File: config.mk
export PLATFORM = sky130hd
export DESIGN_NAME = iomem_arbiter
export DESIGN_NICKNAME = d
export VERILOG_FILES = /design/src/rtl/iomem_pkg.sv /design/src/rtl/iomem_arb_timeout.sv /design/src/rtl/iomem_arbiter.sv
export SDC_FILE = /design/constraint.sdc
export NUM_CORES = 1
export LEC_CHECK = 0
export CAP_MARGIN = 5
export CORE_AREA = 2 2 120 122
export DETAILED_ROUTE_END_ITERATION = 12
export DIE_AREA = 0 0 122 124
export SLEW_MARGIN = 20
export SYNTH_ARGS = -nofsm -noshare
export SYNTH_HDL_FRONTEND = slang
export SYNTH_SLANG_ARGS = --single-unit
export TNS_END_PERCENT = 20
File: constraint.sdc
create_clock -name clk -period 2.04 [get_ports clk]
set_input_delay 0.306 -clock clk [delete_from_list [all_inputs] [get_ports clk]]
set_output_delay 0.306 -clock clk [all_outputs]
set_load 0.02 [all_outputs]
File: src/rtl/iomem_pkg.sv
// Shared types and constants for the picosoc iomem two-master arbiter.
package iomem_pkg;

    localparam int IOMEM_AW   = 32;
    localparam int IOMEM_DW   = 32;
    localparam int IOMEM_SW   = IOMEM_DW / 8;
    localparam int TIMEOUT_CW = 16;

    localparam logic [IOMEM_DW-1:0] TIMEOUT_RDATA_DEFAULT = 32'hDEAD_BEEF;

    typedef enum logic [1:0] {
        IDLE = 2'd0,
        GNT0 = 2'd1,
        GNT1 = 2'd2
    } arb_state_e;

    // Complete FSM context; kept as one struct so a checker can bind to it directly.
    typedef struct packed {
        arb_state_e state;
        logic       last;
    } arb_ctx_t;

    function automatic logic [1:0] grant_of(input arb_state_e s);
        case (s)
            GNT0:    return 2'b01;
            GNT1:    return 2'b10;
            default: return 2'b00;
        endcase
    endfunction

endpackage

File: src/rtl/iomem_arb_timeout.sv
// Bus-hang watchdog for the iomem arbiter: grant-cycle counter, expiry strobe and
// sticky timeout flag. Only instantiated when IOMEM_ARB_TIMEOUT_EN is defined.
module iomem_arb_timeout
    import iomem_pkg::*;
#(
    parameter int unsigned TIMEOUT_CYCLES = 255
) (
    input  logic clk,
    input  logic reset,
    input  logic busy,
    input  logic s_ready,
    input  logic timeout_clear,
    output logic expire,
    output logic timeout_flag
);

    localparam logic [TIMEOUT_CW-1:0] LIMIT = TIMEOUT_CW'(TIMEOUT_CYCLES - 1);

    logic [TIMEOUT_CW-1:0] count_q;

    // IDLE always precedes a grant, so holding the count at zero while idle
    // gives every new grant a fresh count.
    always_ff @(posedge clk) begin
        if (reset || !busy) begin
            count_q <= '0;
        end else if (!s_ready) begin
            count_q <= count_q + TIMEOUT_CW'(1);
        end
    end

    // A real completion on the last allowed cycle beats the forced one.
    assign expire = busy && !s_ready && (count_q == LIMIT);

    always_ff @(posedge clk) begin
        if (reset) begin
            timeout_flag <= 1'b0;
        end else if (expire) begin
            timeout_flag <= 1'b1;
        end else if (timeout_clear) begin
            timeout_flag <= 1'b0;
        end
    end

endmodule

File: src/rtl/iomem_arbiter.sv
// Two-master round-robin arbiter in front of the picosoc iomem peripheral block.
// Optional bus-hang timeout is built when IOMEM_ARB_TIMEOUT_EN is defined.
module iomem_arbiter
    import iomem_pkg::*;
#(
    parameter int unsigned         TIMEOUT_CYCLES = 255,
    parameter logic [IOMEM_DW-1:0] TIMEOUT_RDATA  = TIMEOUT_RDATA_DEFAULT
) (
    input  logic                clk,
    input  logic                reset,

    input  logic                m0_valid,
    input  logic [IOMEM_SW-1:0] m0_wstrb,
    input  logic [IOMEM_AW-1:0] m0_addr,
    input  logic [IOMEM_DW-1:0] m0_wdata,
    output logic [IOMEM_DW-1:0] m0_rdata,
    output logic                m0_ready,

    input  logic                m1_valid,
    input  logic [IOMEM_SW-1:0] m1_wstrb,
    input  logic [IOMEM_AW-1:0] m1_addr,
    input  logic [IOMEM_DW-1:0] m1_wdata,
    output logic [IOMEM_DW-1:0] m1_rdata,
    output logic                m1_ready,

    output logic                s_valid,
    output logic [IOMEM_SW-1:0] s_wstrb,
    output logic [IOMEM_AW-1:0] s_addr,
    output logic [IOMEM_DW-1:0] s_wdata,
    input  logic [IOMEM_DW-1:0] s_rdata,
    input  logic                s_ready,

    output logic [1:0]          grant,
    output logic                timeout_flag,
    input  logic                timeout_clear
);

    // Handshake: a master raises valid with stable wstrb/addr/wdata and holds
    // them until it sees a one-cycle ready pulse; rdata is only meaningful in
    // that cycle. The slave side is the same, with s_valid held for the whole
    // grant and s_ready completing it. Ready is combinational from s_ready.

    arb_ctx_t ctx_q;
    arb_ctx_t ctx_n;
    logic     expire;
    logic     done;

    assign done = s_ready || expire;

    always_ff @(posedge clk) begin
        if (reset) begin
            ctx_q <= '{state: IDLE, last: 1'b1};
        end else begin
            ctx_q <= ctx_n;
        end
    end

    // On a tie the master that did not own the bus last time wins.
    always_comb begin
        ctx_n = ctx_q;
        case (ctx_q.state)
            IDLE: begin
                if (m0_valid && (!m1_valid || ctx_q.last)) begin
                    ctx_n.state = GNT0;
                    ctx_n.last  = 1'b0;
                end else if (m1_valid) begin
                    ctx_n.state = GNT1;
                    ctx_n.last  = 1'b1;
                end
            end
            GNT0, GNT1: begin
                if (done) begin
                    ctx_n.state = IDLE;
                end
            end
            default: begin
                ctx_n.state = IDLE;
            end
        endcase
    end

    always_comb begin
        s_valid  = 1'b0;
        s_wstrb  = '0;
        s_addr   = '0;
        s_wdata  = '0;
        m0_ready = 1'b0;
        m0_rdata = '0;
        m1_ready = 1'b0;
        m1_rdata = '0;
        grant    = grant_of(ctx_q.state);
        case (ctx_q.state)
            GNT0: begin
                s_valid  = 1'b1;
                s_wstrb  = m0_wstrb;
                s_addr   = m0_addr;
                s_wdata  = m0_wdata;
                m0_ready = done;
                m0_rdata = expire ? TIMEOUT_RDATA : s_rdata;
            end
            GNT1: begin
                s_valid  = 1'b1;
                s_wstrb  = m1_wstrb;
                s_addr   = m1_addr;
                s_wdata  = m1_wdata;
                m1_ready = done;
                m1_rdata = expire ? TIMEOUT_RDATA : s_rdata;
            end
            default: begin
            end
        endcase
    end

`ifdef IOMEM_ARB_TIMEOUT_EN
    iomem_arb_timeout #(
        .TIMEOUT_CYCLES(TIMEOUT_CYCLES)
    ) u_timeout (
        .clk          (clk),
        .reset        (reset),
        .busy         (ctx_q.state != IDLE),
        .s_ready      (s_ready),
        .timeout_clear(timeout_clear),
        .expire       (expire),
        .timeout_flag (timeout_flag)
    );
`else
    // Without the watchdog a hung slave holds the bus until reset.
    logic unused_timeout;

    assign expire         = 1'b0;
    assign timeout_flag   = 1'b0;
    assign unused_timeout = &{1'b0, timeout_clear, TIMEOUT_CYCLES[0]};
`endif

endmodule

* Yosys cells after proc, flatten, opt, wreduce, memory -nomap -nowiden
Cells that the tools add are included.
** Cells by class
- Eq/ne operators :: 4
- Mux-type cells :: 13
- Reductions and logical operators :: 8
** Operator list (count)
- one-hot mux 32 bit (2 select lines) :: 2
- two-way mux 32 bit :: 2
- one-hot mux 2 bit (2 select lines) :: 2
- one-hot mux 4 bit (2 select lines) :: 1
- two-way mux 3 bit :: 2
- AND reduction 2 bit :: 2
- two-way mux 1 bit :: 3
- inequality test 3 bit, second input constant :: 1
- == test 2 x 1 -> 1 bit, second input constant :: 1
- == test 2 bit, second input constant :: 1
- logical NOT 2 bit :: 1
- two-way mux 2 bit :: 1
- inequality test 2 x 1 -> 1 bit, second input constant :: 1
- nonzero test 2 bit :: 1
- OR reduction 2 bit :: 1
- logical AND 1 bit :: 1
- logical NOT 1 bit :: 1
- logical OR 1 bit :: 1
** Word-level totals
- Input bits :: 174
- Logic and storage cells :: 27
- Register bits after elaboration :: 3

* Depth between registers and ports, before layout
Gate-level depths: netlist (run 1).
- Word-level depth :: 5
- Depth in mapped cells :: 6
- Mapped depth without buffers :: 5

* Worst setup path before layout (run 1)
OpenSTA, ideal clock, no wires.
- Path kind :: flip-flop to output port
- Start point :: reg ctx_q[1] (netlist bit)
- End point :: out s_addr[10]
- Cell stages (with the launch flop) :: 6
- Buffers on the path :: 2
- Data arrival time :: 1.564 ns
- Setup slack :: 0.170 ns
- Cell sequence :: dfxtp_1 inv_1 ha_1 buf_4 buf_2 nor2b_1
** Between the ends
- Longest elaborated chain between the ends :: 2
- Elaborated cells between the ends (all ways) :: 3
- Those cells by class :: eq/ne: 2; mux: 1
** RTL lines
- start, declared :: RTL line iomem_arbiter.sv:43 : arb_ctx_t ctx_q;
- start signal, assigned :: RTL line iomem_arbiter.sv:52 : ctx_q <= '{state: IDLE, last: 1'b1};
- start signal, assigned :: RTL line iomem_arbiter.sv:54 : ctx_q <= ctx_n;
- == test 2 bit or == test 2 x 1 -> 1 bit (tied branches) :: RTL line iomem_arbiter.sv:92 : case (ctx_q.state)
- one-hot mux 32 bit (2 select lines) (*) :: RTL line iomem_arbiter.sv:92
- end, declared :: RTL line iomem_arbiter.sv:28 : output logic [IOMEM_AW-1:0] s_addr,
Mark *: on every way between the ends. The rest lies on a longest branch, timed or not.

* Worst setup path after layout (run 1)
- Start point :: reg ctx_q[1] (netlist bit)
- End point :: out s_addr[31]
The elaborated chain is that of the path after synthesis.

==> key figures, run 1 <==
Status
  • Run status: finished, final reports clean

Pwr
  • IR drop worst, VDD: 0.3967 mV
  • Leakage dissipation: 0.002199 uW
  • Power density over cell area: 367.1 nW/um^2

Timing
  • Fmax: 496.6 MHz
  • Hold Violations, Final: 0
  • Fraction of the cycle the final worst path needs: 98.72%
  • Final worst hold slack: 505.1 ps
  • Max-slew violation count: 0
  • Final setup skew: 0.2173 ps
  • Setup repair after global routing missed its margin: yes
  • Clock period minus worst slack: 2014 ps
  • Final setup violating endpoints: 0

Synth
  • Count of synthesis-stage warnings from yosys: 0
  • Number of nets produced by synthesis: 436
  • Xor and xnor area share after synthesis: 0%
  • Number of instances in the synthesized netlist: 257
  • Sequential fraction of the synthesis area: 3.483%
  • Post-synth top area cell: sky130_fd_sc_hd__a22oi_1
  • Synth Register Bits: 3
  • Post-synthesis mux area share: 0%
  • Top area cells in the synthesized netlist: sky130_fd_sc_hd__a22oi_1 (30%), sky130_fd_sc_hd__nor2b_1 (25%), sky130_fd_sc_hd__and2_1 (24%)
  • Synth Area in Adders: 3.628%
  • Post-synthesis instance area: 1724 sq um
  • Main combinational cell family by area after synthesis: simple AND/OR/NAND/NOR gates
  • Simple-Gate Fraction of Synth Area: 51.74%
  • Area fraction in compound gates after synthesis: 32.00%
  • Post-Syn Area per Cell: 6.709 sq um
  • Fraction of post-synthesis cell area in the top cell type by area: 29.61%
  • Distinct cell type count after synthesis: 20

GRT
  • Most used routing layer in global routing: met2
  • Global-route track usage on met2: 25.49%
  • Met1 track utilization from global routing: 13.81%
  • Total GRT Usage: 13.06%
  • First-pass GRT wire length: 15.59 mm
  • Met3 demand-to-capacity share in global routing: 3.388%
  • Vias in the first global route: 3,037
  • Global route overflow: 0
  • Maximum number of pins on one net before global-route repair: 49
  • Initial antenna violation count: 0

Final layout
  • Cell area after layout: 5091 sq um
  • Registers with the highest flip-flop counts: ctx_q: 3 flops
  • Max FFs per register: 3
  • Area of the multi-input gates: 1568 sq um
  • Filler cell count in the final layout: 1,453
  • Sequential Area: 62.56 sq um
  • Number of antenna repair diodes: 0
  • Utilization after layout: 37.11%
  • Number of nets in the layout: 738
  • Most frequent cells in the layout: sky130_fd_sc_hd__clkdlybuf4s50_1 (174), sky130_fd_sc_hd__dlygate4sd2_1 (78), sky130_fd_sc_hd__nor2b_1 (69), sky130_fd_sc_hd__and2_1 (66), sky130_fd_sc_hd__a22oi_1 (64)
  • Fraction of final layout cells sized beyond drive strength 1: 13.08%
  • Layout area overhead: 195.3%
  • Most common cell after layout, fill and taps aside: sky130_fd_sc_hd__clkdlybuf4s50_1
  • Largest register by flop count: ctx_q

Setup path
  • Logic depth of the worst register-to-register path: 6
  • Critical path data arrival time: 1710 ps
  • Required time of the critical path: 1730 ps
  • Top fanout value on the critical path: 25
  • Critical R2R Launch: ctx_q[1]
  • Slack of the worst reg-to-reg path: 550 ps
  • Endpoint type of the worst setup path: primary output
  • Capture instance of the worst register-to-register path: ctx_q[2]
  • Critical Path Source Type: flip-flop
  • Kind of critical path: reg2out

Worst hold path
  • Startpoint of the most critical hold path: ctx_q[0]
  • Worst hold path endpoint: ctx_q[0]
  • Worst Hold Path Cells: 1
  • Class of the tightest hold or removal check: reg2reg

Placement
  • Number of input and output port buffers inserted: 309
  • Sum of net half-perimeters after detailed placement: 8.490 mm
  • Weighted congestion at the end of routability-driven global placement: 0.8113
  • Area of placed instances: 5084 sq um

Floorplanning
  • Die Outline Area: 15,130 sq um
  • Site Rows: 43
  • Floorplan core area: 13,720 sq um
  • I/O pin count: 312
  • Initial core utilization: 12.57%
  • Die Y: 124 um
  • Die outline width: 122 um

Clock network
  • Clock Tree Buf Depth: 2
  • Hold bufs inserted after CTS: 0
  • Skew-Pair Late Insertion Delay: 220 ps
  • CTS tree: built
  • CTS H-tree lvls: 1
  • Clk sink count: 3
  • Clock transition at path regs: 30 ps
  • Clock buffer count from CTS: 3
  • Root buffer cell: sky130_fd_sc_hd__clkbuf_16

Drt
  • DR iter-0 viols: 92
  • Post-detailed-routing wire length: 11.19 mm
  • DRC: 0
  • Wire length per cell after detailed routing: 15.16 um
  • Vias: 3,038
  • Antenna-violating nets left: 0
  • Count of TritonRoute iterations in the first routing pass: 4
  • Per-cell via count in the routed design: 4.117

Job
  • Maximum capacitance violations: 0
-- per-layer routing --
layer | routed length (um) | part of all wire, % | vias to the layer above
met4 | 119 | 1.1 | 0
met2 | 5729 | 51 | 162
met1 | 4171 | 37 | 1380
met5 | 0 | 0 | -
met3 | 1168 | 10 | 7
li1 | - | - | 1489
-- critical path, cell delays in order, from the launching register on --
cell and delay [ps]:
sky130_fd_sc_hd__dfxtp_2 360, sky130_fd_sc_hd__inv_2 80, sky130_fd_sc_hd__ha_4 200, sky130_fd_sc_hd__buf_12 130, sky130_fd_sc_hd__buf_16 150, sky130_fd_sc_hd__a22oi_2 200
sky130_fd_sc_hd__nor2b_1 60, sky130_fd_sc_hd__clkdlybuf4s15_1 290
-- cells in the mapped netlist --
cell,instances
sky130_fd_sc_hd__nor2_1,1
sky130_fd_sc_hd__nand2_1,2
sky130_fd_sc_hd__inv_1,2
sky130_fd_sc_hd__nor2b_4,1
sky130_fd_sc_hd__a21oi_1,1
sky130_fd_sc_hd__a21oi_2,1
sky130_fd_sc_hd__dfxtp_1,3
sky130_fd_sc_hd__ha_1,5
sky130_fd_sc_hd__o21ai_0,2
sky130_fd_sc_hd__nand2b_1,1
sky130_fd_sc_hd__nand4b_1,1
sky130_fd_sc_hd__a211o_1,2
sky130_fd_sc_hd__clkbuf_1,9
sky130_fd_sc_hd__a22oi_1,68
sky130_fd_sc_hd__conb_1,1
sky130_fd_sc_hd__buf_4,3
sky130_fd_sc_hd__nor3b_1,1
sky130_fd_sc_hd__nor2b_1,69
sky130_fd_sc_hd__buf_2,18
sky130_fd_sc_hd__and2_1,66
-- worst max-delay path by stage --
| stage | startpoint | to | slack, ps | cells past startpoint |
|---|---|---|---|---|
| detailed placement | ctx_q[1] | s_wdata[13] | -110 | 5 |
| floorplan | ctx_q[1] | s_addr[10] | 170 | 5 |
| global placement | ctx_q[1] | s_addr[30] | -90 | 6 |
| global route | ctx_q[1] | s_addr[31] | -50 | 7 |
| CTS | ctx_q[1] | s_addr[31] | -120 | 7 |
| finish | ctx_q[1] | s_addr[31] | 30 | 7 |
-- what timing repair did --
action,CTS,global route
cloned,3,0
resized for setup,194,58
pin swaps,1,0
endpoints found under the setup margin,135,55
setup buffers,1,0
-- logic make-up after synthesis --
logic type	Yosys count
compound gates	74
fa+ha+maj	5
buf+inv	32
flops	3
other cells	1
simple gates	142
-- through the flow --
step                      setup WS [ps]  power (uW)  std cells  TNS (ps)
after global routing             -48.62        1993        738    -259.4
after floorplan                   169.7       760.9        257         0
final                             26.12        1869        738         0
after CTS                        -124.7        1901        738    -124.7
after detailed placement         -113.5        1595        730     -5808
after global placement           -85.82        1576        730     -3608
-- layout make-up --
type | instances | area share, %
Sequential cell | 3 | 1.229
Inverter | 2 | 0.1475
Clock buffer | 4 | 1.548
Multi-Input combinational cell | 222 | 30.79
Tap cell | 180 | 4.424
Timing Repair Buffer | 327 | 61.86
-- power by group --
group          switching, uW  total, uW  internal (uW)  leakage (uW)
clock                   55.0        313            258     0.0000382
sequential              8.71       76.0           67.3     0.0000256
combinational            667       1480            813       0.00213
total                    730       1870           1140       0.00220
(Power assumes the default switching activity.)
==> run 2: changes to the inputs <==
Settings changed: MAX_ROUTING_LAYER from default to met4.
==> run 2 against run 1 <==
Net effect: first-iteration DRC count rose by 24%; hold slack barely moved; final cell count did not move; setup slack barely moved; wire length fell by 0.13%; largest power group unchanged; sequential share of layout area barely moved; maximum frequency barely moved; sequential power barely moved; highest routed layer unchanged; utilization barely moved; clock skew barely moved.
==> key figures, run 2 (synthesized netlist as in run 1, its figures left out) <==
Status
  • Run status: finished, final reports clean

Pwr
  • Gate power share: 79.2% (about the same)
  • Power density over cell area: 367.2 nW/um^2 (about the same)
  • Relative contribution of the clock network to total power: 16.8% (about the same)
  • Leakage dissipation: 0.002205 uW (+0.29%)
  • Portion of total power attributed to sequential cells: 4.1% (about the same)
  • Switching power: 730.9 uW (about the same)
  • Fraction of power spent switching nets: 39.12% (about the same)
  • IR drop worst, VDD: 0.3989 mV (+0.56%)
  • Internal Dissipation: 1138 uW (about the same)

Worst hold path
  • Startpoint of the most critical hold path: ctx_q[0]
  • Worst hold path endpoint: ctx_q[0]
  • Class of the tightest hold or removal check: reg2reg
  • Worst Hold Path Cells: 1 (unchanged)

Timing
  • Fmax: 496.6 MHz (about the same)
  • Hold Violations, Final: 0 (unchanged)
  • Final setup skew: 0.7132 ps (+0.4959 ps)
  • Setup repair after global routing missed its margin: yes
  • Final setup violating endpoints: 0 (unchanged)
  • Fraction of the cycle the final worst path needs: 98.70% (about the same)
  • Clock period minus worst slack: 2014 ps (-0.3135 ps)
  • Max-slew violation count: 0 (unchanged)

GRT
  • Initial antenna violation count: 0 (unchanged)
  • Vias in the first global route: 3,037 (unchanged)
  • Total GRT Usage: 13.43% (+0.37 points)
  • Maximum number of pins on one net before global-route repair: 49 (unchanged)
  • First-pass GRT wire length: 15.57 mm (-0.18%)
  • Global route overflow: 0 (unchanged)

Final layout
  • Number of nets in the layout: 738 (unchanged)
  • Number of antenna repair diodes: 0 (unchanged)
  • Number of standard cells in the final layout excluding fillers: 738 (unchanged)
  • Largest register by flop count: ctx_q
  • Layout area overhead: 195.1% (about the same)
  • Max FFs per register: 3 (unchanged)
  • Registers with the highest flip-flop counts: ctx_q: 3 flops
  • Most frequent cells in the layout: sky130_fd_sc_hd__clkdlybuf4s50_1 (174), sky130_fd_sc_hd__dlygate4sd2_1 (80), sky130_fd_sc_hd__nor2b_1 (69), sky130_fd_sc_hd__and2_1 (66), sky130_fd_sc_hd__a22oi_1 (64)
  • Utilization after layout: 37.09% (about the same)
  • Most common cell after layout, fill and taps aside: sky130_fd_sc_hd__clkdlybuf4s50_1
  • Fraction of final layout cells sized beyond drive strength 1: 13.08% (unchanged)

Placement
  • Placed instance count: 730 (unchanged)
  • Weighted congestion at the end of routability-driven global placement: 0.8233 (+1.5%)
  • Sum of net half-perimeters after detailed placement: 8.490 mm (unchanged)
  • Number of input and output port buffers inserted: 309 (unchanged)

Clock network
  • Hold bufs inserted after CTS: 0 (unchanged)
  • Clk sink count: 3 (unchanged)
  • Skew-Pair Late Insertion Delay: 220 ps (about the same)
  • Root buffer cell: sky130_fd_sc_hd__clkbuf_16
  • CTS tree: built
  • Clock buffer count from CTS: 3 (unchanged)
  • Clock Tree Buf Depth: 2 (unchanged)
  • Clock transition at path regs: 30 ps (about the same)
  • CTS H-tree lvls: 1 (unchanged)

Drt
  • Vias: 3,036 (-0.066%)
  • Per-cell via count in the routed design: 4.114 (about the same)
  • Post-detailed-routing wire length: 11.17 mm (-0.13%)
  • Count of TritonRoute iterations in the first routing pass: 4 (unchanged)
  • DR iter-0 viols: 114 (+24%)
  • Wire length per cell after detailed routing: 15.14 um (-0.13%)
  • DRC: 0 (unchanged)
  • Antenna-violating nets left: 0 (unchanged)

Setup path
  • Cells along the critical path: inv_2, ha_4, buf_12, buf_16, a22oi_2, nor2b_1, clkdlybuf4s15_1
  • Slowest cell delay on critical path: 360 ps (about the same)
  • Kind of critical path: reg2out
  • Critical R2R Launch: ctx_q[1]
  • CP max-delay cell: sky130_fd_sc_hd__dfxtp_2
  • Endpoint type of the worst setup path: primary output
  • Slack of the worst reg-to-reg path: 550 ps (about the same)
  • Required time of the critical path: 1730 ps (about the same)
  • Top fanout value on the critical path: 25 (unchanged)
  • Critical path data arrival time: 1710 ps (about the same)
  • Critical Path Source Type: flip-flop
  • Startpoint of the worst setup timing path: ctx_q[1]
  • Capture instance of the worst register-to-register path: ctx_q[2]
  • Logic depth of the worst register-to-register path: 6 (unchanged)

Floorplanning
  • Floorplan core area: 13,720 sq um (unchanged)
  • Die Outline Area: 15,130 sq um (unchanged)
  • I/O pin count: 312 (unchanged)
  • Die outline width: 122 um (unchanged)
  • Initial core utilization: 12.57% (unchanged)
  • Die Y: 124 um (unchanged)
  • Site Rows: 43 (unchanged)

Job
  • Maximum capacitance violations: 0 (unchanged)
[run 2: changes by cell type in the layout (fill, tap and decap cells not counted)]
cell	delta
sky130_fd_sc_hd__dlygate4sd2_1	+2
sky130_fd_sc_hd__clkdlybuf4s15_1	-2
[run 2: layout make-up]
| type | instances | area (sq um) |
|---|---|---|
| clock buffers | 4 | 78.83 |
| well taps | 180 | 225.2 |
| repair buffers | 327 | 3147 |
| multi-input cells | 222 | 1568 |
| flip-flops and latches | 3 | 62.56 |
| fillers | 1455 | 8631 |
| inverters | 2 | 7.507 |
[run 2: metal layers]
metal | track usage, % | vias up | part of all wire, %
met1 | 14.41 | 1375 | 38
met5 | - | - | 0
li1 | - | 1490 | -
met4 | 3.376 | 0 | 1.1
met2 | 25.42 | 164 | 51
met3 | 2.473 | 7 | 9.8
[run 2: worst max path at each step]
stage | cells after the start | end
2_1_floorplan | 5 | s_addr[10]
3_3_place_gp | 6 | s_addr[30]
3_5_place_dp | 5 | s_wdata[13]
4_1_cts | 7 | s_addr[31]
5_1_grt | 7 | s_addr[31]
6_report | 7 | s_addr[31]
[run 2: worst max-delay path, delay by kind of cell, from the launching register on]
family / cells / cell delay (ps)
AOI/OAI and AO/OA: 1 / 200
adders and majority gates: 1 / 200
buffers and inverters: 4 / 650
DFF: 1 / 360
and+or+nand+nor: 1 / 60
[run 2: power groups by stage]
stage	sequential, uW	clock (uW)	combinational [uW]
after CTS	76.2	319	1510
after global routing	77.3	326	1590
after detailed placement	72.9	0	1520
after floorplan	72.2	0	689
after global placement	72.5	0	1500
final	76.0	313	1480
[run 2: per-stage QoR]
| stage | setup TNS [ps] | worst slack (ps) | hold WS [ps] | power, uW | cell area (sq um) |
|---|---|---|---|---|---|
| floorplan | 0 | 169.7 | 368.4 | 760.9 | 1724 |
| global placement | -3608 | -85.82 | 490.0 | 1576 | 5084 |
| detailed placement | -5808 | -113.5 | 499.7 | 1595 | 5084 |
| CTS | -124.7 | -124.7 | 506.7 | 1901 | 5187 |
| global route | -250.0 | -48.62 | 543.1 | 1991 | 5089 |
| finish | 0 | 26.43 | 505.1 | 1868 | 5089 |
[run 2: repair_timing]
action                     CTS  global route
buffers inserted             1             0
pin swaps                    1             0
setup endpoints to repair  135            54
resized for setup          194            56
cloned                       3             0
